**config.mk**
```make
export PLATFORM = sky130hd
export DESIGN_NAME = ctrl_unit
export DESIGN_NICKNAME = d
export VERILOG_FILES = /design/src/rtl/ctrl_pkg.sv /design/src/rtl/ctrl_wait_timer.sv /design/src/rtl/ctrl_unit.sv
export SDC_FILE = /design/constraint.sdc
export NUM_CORES = 1
export LEC_CHECK = 0
export CAP_MARGIN = 20
export CORE_MARGIN = 2
export CORE_UTILIZATION = 30
export DETAILED_ROUTE_END_ITERATION = 10
export DONT_BUFFER_PORTS = 1
export PLACE_DENSITY_LB_ADDON = 0.25
export SETUP_SLACK_MARGIN = 0.4
export SYNTH_ARGS = -nofsm -noshare
export SYNTH_HDL_FRONTEND = slang
export SYNTH_SLANG_ARGS = --single-unit
```
**constraint.sdc**
```tcl
create_clock -name I_CLK -period 3.8 [get_ports I_CLK]
set_input_delay 0.76 -clock I_CLK [delete_from_list [all_inputs] [get_ports I_CLK]]
set_output_delay 0.76 -clock I_CLK [all_outputs]
set_load 0.01 [all_outputs]
```
**src/rtl/ctrl_pkg.sv**
```systemverilog
// Shared constants for the multi-cycle control unit: one-hot state encodings,
// state bit positions and default parameter values.
package ctrl_pkg;

   localparam int DEF_MEM_TIMEOUT = 15;
   localparam int DEF_CNT_W       = 16;
   localparam int TIMER_W         = 8;
   localparam int STATE_W         = 6;

   localparam int BIT_FETCH    = 0;
   localparam int BIT_DECODE   = 1;
   localparam int BIT_REGREAD  = 2;
   localparam int BIT_ALU      = 3;
   localparam int BIT_MEMORY   = 4;
   localparam int BIT_REGWRITE = 5;

   localparam logic [STATE_W-1:0] ST_FETCH    = 6'b000001;
   localparam logic [STATE_W-1:0] ST_DECODE   = 6'b000010;
   localparam logic [STATE_W-1:0] ST_REGREAD  = 6'b000100;
   localparam logic [STATE_W-1:0] ST_ALU      = 6'b001000;
   localparam logic [STATE_W-1:0] ST_MEMORY   = 6'b010000;
   localparam logic [STATE_W-1:0] ST_REGWRITE = 6'b100000;

endpackage

```
**src/rtl/ctrl_wait_timer.sv**
```systemverilog
// Memory wait counter: counts stalled request cycles and flags the cycle in
// which the LIMIT-th consecutive stall occurs.
module wait_timer
   import ctrl_pkg::*;
#(
   parameter int LIMIT = DEF_MEM_TIMEOUT
) (
   input  logic clk_i,
   input  logic rst_i,
   input  logic clear_i,
   input  logic count_i,
   output logic done_o
);

   localparam logic [TIMER_W-1:0] LAST = TIMER_W'(LIMIT - 1);

   logic [TIMER_W-1:0] cnt_q;
   logic [TIMER_W-1:0] cnt_d;

   always_comb begin
      cnt_d = cnt_q;
      if (clear_i) begin
         cnt_d = '0;
      end else if (count_i) begin
         cnt_d = cnt_q + TIMER_W'(1);
      end
   end

   always_ff @(posedge clk_i) begin
      if (rst_i) begin
         cnt_q <= '0;
      end else begin
         cnt_q <= cnt_d;
      end
   end

   // The stall cycle that would make the count reach LIMIT is the timeout cycle.
   assign done_o = count_i && (cnt_q == LAST);

endmodule

```
**src/rtl/ctrl_unit.sv**
```systemverilog
// Multi-cycle instruction sequencer: FETCH/DECODE/REGREAD/ALU/MEMORY/REGWRITE
// with memory timeout detection and a retired-instruction counter.
module ctrl_unit
   import ctrl_pkg::*;
#(
   parameter int MEM_TIMEOUT = DEF_MEM_TIMEOUT,
   parameter int CNT_W       = DEF_CNT_W
) (
   input  logic               I_CLK,
   input  logic               I_RST,
   input  logic               I_MEM_RDY,
   input  logic               I_IS_MEM,
   input  logic               I_IS_WB,
   input  logic               I_HALT,
   output logic [STATE_W-1:0] O_STATE,
   output logic               O_RF_EN,
   output logic               O_RF_WE,
   output logic               O_MEM_REQ,
   output logic               O_PC_INC,
   output logic               O_ERR,
   output logic [CNT_W-1:0]   O_INSTR_CNT
);

   logic [STATE_W-1:0] state_q;
   logic [STATE_W-1:0] state_d;
   logic               err_q;
   logic               err_d;
   logic [CNT_W-1:0]   instr_cnt_q;
   logic [CNT_W-1:0]   instr_cnt_d;

   logic inFetch;
   logic inMemory;
   logic memReq;
   logic memWait;
   logic timeout;
   logic retire;
   logic timerClear;

   assign inFetch  = state_q[BIT_FETCH];
   assign inMemory = state_q[BIT_MEMORY];

   // Strobes are gated by reset so nothing escapes while the state is being forced.
   assign memReq    = !I_RST && ((inFetch && !I_HALT) || inMemory);
   assign memWait   = memReq && !I_MEM_RDY;
   assign O_MEM_REQ = memReq;
   assign O_PC_INC  = !I_RST && inFetch && !I_HALT && I_MEM_RDY;
   assign O_RF_EN   = !I_RST && (state_q[BIT_REGREAD] || state_q[BIT_REGWRITE]);
   assign O_RF_WE   = !I_RST && state_q[BIT_REGWRITE];

   always_comb begin
      state_d = state_q;
      retire  = 1'b0;
      case (state_q)
         ST_FETCH: begin
            if (!I_HALT && I_MEM_RDY) state_d = ST_DECODE;
         end
         ST_DECODE:  state_d = ST_REGREAD;
         ST_REGREAD: state_d = ST_ALU;
         ST_ALU: begin
            if (I_IS_MEM) begin
               state_d = ST_MEMORY;
            end else if (I_IS_WB) begin
               state_d = ST_REGWRITE;
            end else begin
               state_d = ST_FETCH;
               retire  = 1'b1;
            end
         end
         ST_MEMORY: begin
            if (I_MEM_RDY) begin
               if (I_IS_WB) begin
                  state_d = ST_REGWRITE;
               end else begin
                  state_d = ST_FETCH;
                  retire  = 1'b1;
               end
            end else if (timeout) begin
               state_d = ST_FETCH;
            end
         end
         ST_REGWRITE: begin
            state_d = ST_FETCH;
            retire  = 1'b1;
         end
         default: state_d = ST_FETCH;
      endcase
   end

   // Entering a new state or timing out in FETCH restarts the wait count.
   assign timerClear  = (state_d != state_q) || timeout;
   assign err_d       = err_q || timeout;
   assign instr_cnt_d = retire ? instr_cnt_q + CNT_W'(1) : instr_cnt_q;

   wait_timer #(
      .LIMIT(MEM_TIMEOUT)
   ) u_wait_timer (
      .clk_i  (I_CLK),
      .rst_i  (I_RST),
      .clear_i(timerClear),
      .count_i(memWait),
      .done_o (timeout)
   );

   always_ff @(posedge I_CLK) begin
      if (I_RST) begin
         state_q     <= ST_FETCH;
         err_q       <= 1'b0;
         instr_cnt_q <= '0;
      end else begin
         state_q     <= state_d;
         err_q       <= err_d;
         instr_cnt_q <= instr_cnt_d;
      end
   end

   assign O_STATE     = state_q;
   assign O_ERR       = err_q;
   assign O_INSTR_CNT = instr_cnt_q;

endmodule

```
==> flow_metrics.tcl <==
set metrics [dict create \
    status "complete, no violations" \
    r2r_start "O_STATE[4]" \
    viasPerCell 4.922 \
    syn_avg_cell_area_um2 8.758 \
    syn_area_mm2 0.001620 \
    io_pins 33 \
    timing.hold.worst.class "flop to flop" \
    period_minus_slack_ns 2.265 \
    clk_pin_slew_ns 0.07 \
    rsz0062_at_grt "false" \
    wire_per_inst_um 13.69 \
    cp-start-kind "flop" \
    grt_antenna_before_repair 0 \
    hpwl_um 2434 \
    r2r_slack_ns 1.61 \
    cts.sinks 31 \
    synth_cell_types 44 \
    async_flop_share_pct 0 \
    grtUsageTotal_pct 12.45 \
    cts_root_buf "clkbuf_8" \
    synth-seq-cells 31 \
    cts_buffers 5 \
    worst-slew-pin-transition_ns 0.6738 \
    ant_nets 0 \
    final-seq-area_um2 620.6 \
    grt_start_max_net_pins 32 \
    worst-r2r-cell-count 6 \
    fp.dieW_um 77.49 \
    p_per_area_mw_per_mm2 374.9 \
    grt_pass1_vias 1199 \
    vias 1255 \
    multi_input_area_um2 940.9 \
    layout-drive-gt1-share_pct 12.43 \
    firstDrtPassIters 4 \
    place_area_mm2 0.001672 \
    drc_errors 0 \
    critPathCapture "O_MEM_REQ" \
    synth_warnings 0 \
    drv_slew 0 \
    initial_core_util_pct 31.33 \
    routed_wl_um 3491 \
    cp_cell_sequence "nor2b_1 > nor2_1 > nor2_1" \
    fin_area_mm2 0.001772 \
    place_ws_ns 1.426 \
    htreeDepth 2 \
    setup_viol 0 \
    worstPathRequired_ns 3.04 \
    max_freq_mhz 441.6 \
    finalHoldViolCount 0 \
    setup_slack_ns 1.535 \
    startpoint "O_STATE[0]" \
    slew_headroom_pct 55.08 \
    vdd_drop_max_v 0.0001493 \
    synth_seq_area_share_pct 38.30 \
    post_cts_resized 0 \
    finalCoreUtilization_pct 34.25 \
    r2r-end "O_INSTR_CNT[13]" \
    critPathKind "flop to primary output" \
    max-cap-violations 0 \
    n_antenna_cell 0 \
    fillers 530 \
    clk_latency_ns 0.28 \
    overflow 0 \
    drtIter0Drc 80 \
    core_area_mm2 0.005172 \
    endpoint_kind "primary output" \
    clockBufferDepth 2 \
    fin_crit_sh_pct 59.59 \
    crit_fanout 10 \
    hold_buffers 0 \
    portBuffers 0 \
    die_y_um 77.49 \
    ys.flop_type "dfxtp_1" \
    area_delta_synth_final_pct 9.344 \
    cp.arrival_ns 1.50 \
    skew_ns 0.004173 \
    synth_cells 185 \
    nets 193 \
    syn_nets 194 \
    cts_tree "done" \
    critPathMostFrequentCell "nor2_1" \
    floorplan.die_area_mm2 0.006005 \
    gp_congestion 0.7758 \
    setup_tns_ns 0 \
    critical-path-max-stage-delay_ns 0.65 \
    synth_edf_count 0 \
    power_uw 664.2 \
    p_leak_nw 0.6356 \
    rows 26 \
    grt_pass1_wl_um 5906 \
    post_cts_buffers 0 \
    slowest_stage "dfxtp_1" \
]
==> logic make-up after synthesis <==
| family | Yosys count | synth area share, % |
|---|---|---|
| and+or+nand+nor | 99 | 35.06 |
| DFF | 31 | 38.30 |
| xor gates and xnor gates | 20 | 10.81 |
| AOI/OAI and AO/OA | 15 | 7.645 |
| buffers and inverters | 14 | 3.629 |
| muxes | 3 | 2.239 |
| adders and majority gates | 3 | 2.317 |
==> cells in the mapped netlist (2+ instances only) <==
library cell  count  area [um2]
and3_1            4       25.02
xnor2_1           6       52.55
xor2_1           14       122.6
and4_1            2       17.52
buf_2             2       10.01
nor3_1            5       25.02
nand2b_1          2       12.51
ha_1              3       37.54
nand3_1           5       25.02
dfxtp_1          31       620.6
nor2b_1           4       25.02
inv_1             5       18.77
or3_1             3       18.77
nor4_2            5       62.56
a21oi_1           4       20.02
nor4_1            3       18.77
nand4_1          15       93.84
nor2_1           38       142.6
nand2_1           5       18.77
o211ai_2          2       25.02
clkbuf_1          4       15.01
==> worst min-delay path by stage <==
stage	depth (start not counted)	endpoint	from	slack, ns
after floorplan	2	O_ERR	O_ERR	0.50
after global placement	2	O_ERR	O_ERR	0.53
after detailed placement	2	O_ERR	O_ERR	0.53
after CTS	1	O_STATE[4]	I_RST	0.53
after global routing	1	O_STATE[4]	I_RST	0.53
final	2	O_ERR	O_ERR	0.53
==> metrics by stage <==
step,hold WS [ns],std cells
4_1_cts,0.5314,255
3_5_place_dp,0.5295,247
2_1_floorplan,0.5049,185
3_3_place_gp,0.5284,247
6_report,0.5332,255
5_1_grt,0.5291,255
==> worst max-delay path: cells and delay by family, from the launching register on <==
family | cells | cell delay, ns
and+or+nand+nor | 3 | 0.57
DFF | 1 | 0.65
==> where the power goes <==
part | total, mW | switching [mW] | internal (mW) | leakage, nW
Sequential | 0.335 | 0.00717 | 0.327 | 0.250
Clock | 0.287 | 0.122 | 0.165 | 0.0515
Combinational | 0.0428 | 0.0249 | 0.0179 | 0.334
Total | 0.664 | 0.154 | 0.510 | 0.636
==> registers in the layout (all words and copies together) (netlist names) <==
register	flops
O_ERR	1
O_INSTR_CNT	16
O_STATE	6
u_wait_timer.cnt_q	8
==> placed cells by master (no fill, tap or decap), types with 5 or more instances in the layout <==
| master | synthesis | routed |
|---|---|---|
| nor3_1 | 5 | 5 |
| nor4_2 | 5 | 5 |
| nand3_1 | 5 | 5 |
| nand2_1 | 5 | 5 |
| dfxtp_1 | 31 | 31 |
| inv_1 | 5 | 5 |
| xnor2_1 | 6 | 6 |
| nor2_1 | 38 | 38 |
| nand4_1 | 15 | 15 |
| clkbuf_8 | 0 | 7 |
| xor2_1 | 14 | 14 |
==> metal layers <==
| layer | vias up | wire length [um] | share of wire (%) | GRT usage [%] |
|---|---|---|---|---|
| met5 | - | 0 | 0 | 0 |
| met4 | 0 | 68 | 1.9 | 6.964 |
| met3 | 7 | 165 | 4.7 | 3.605 |
| met2 | 29 | 1578 | 45 | 18.35 |
| met1 | 568 | 1679 | 48 | 16.25 |
| li1 | 651 | - | - | - |
==> area by class of cell <==
type / count / share of cell area, %
tap: 70 / 4.944
multi-input combinational: 140 / 53.11
sequential: 31 / 35.03
clock buffer: 8 / 5.650
inverter: 6 / 1.271
Note: power is estimated with default switching activity, not from simulation.
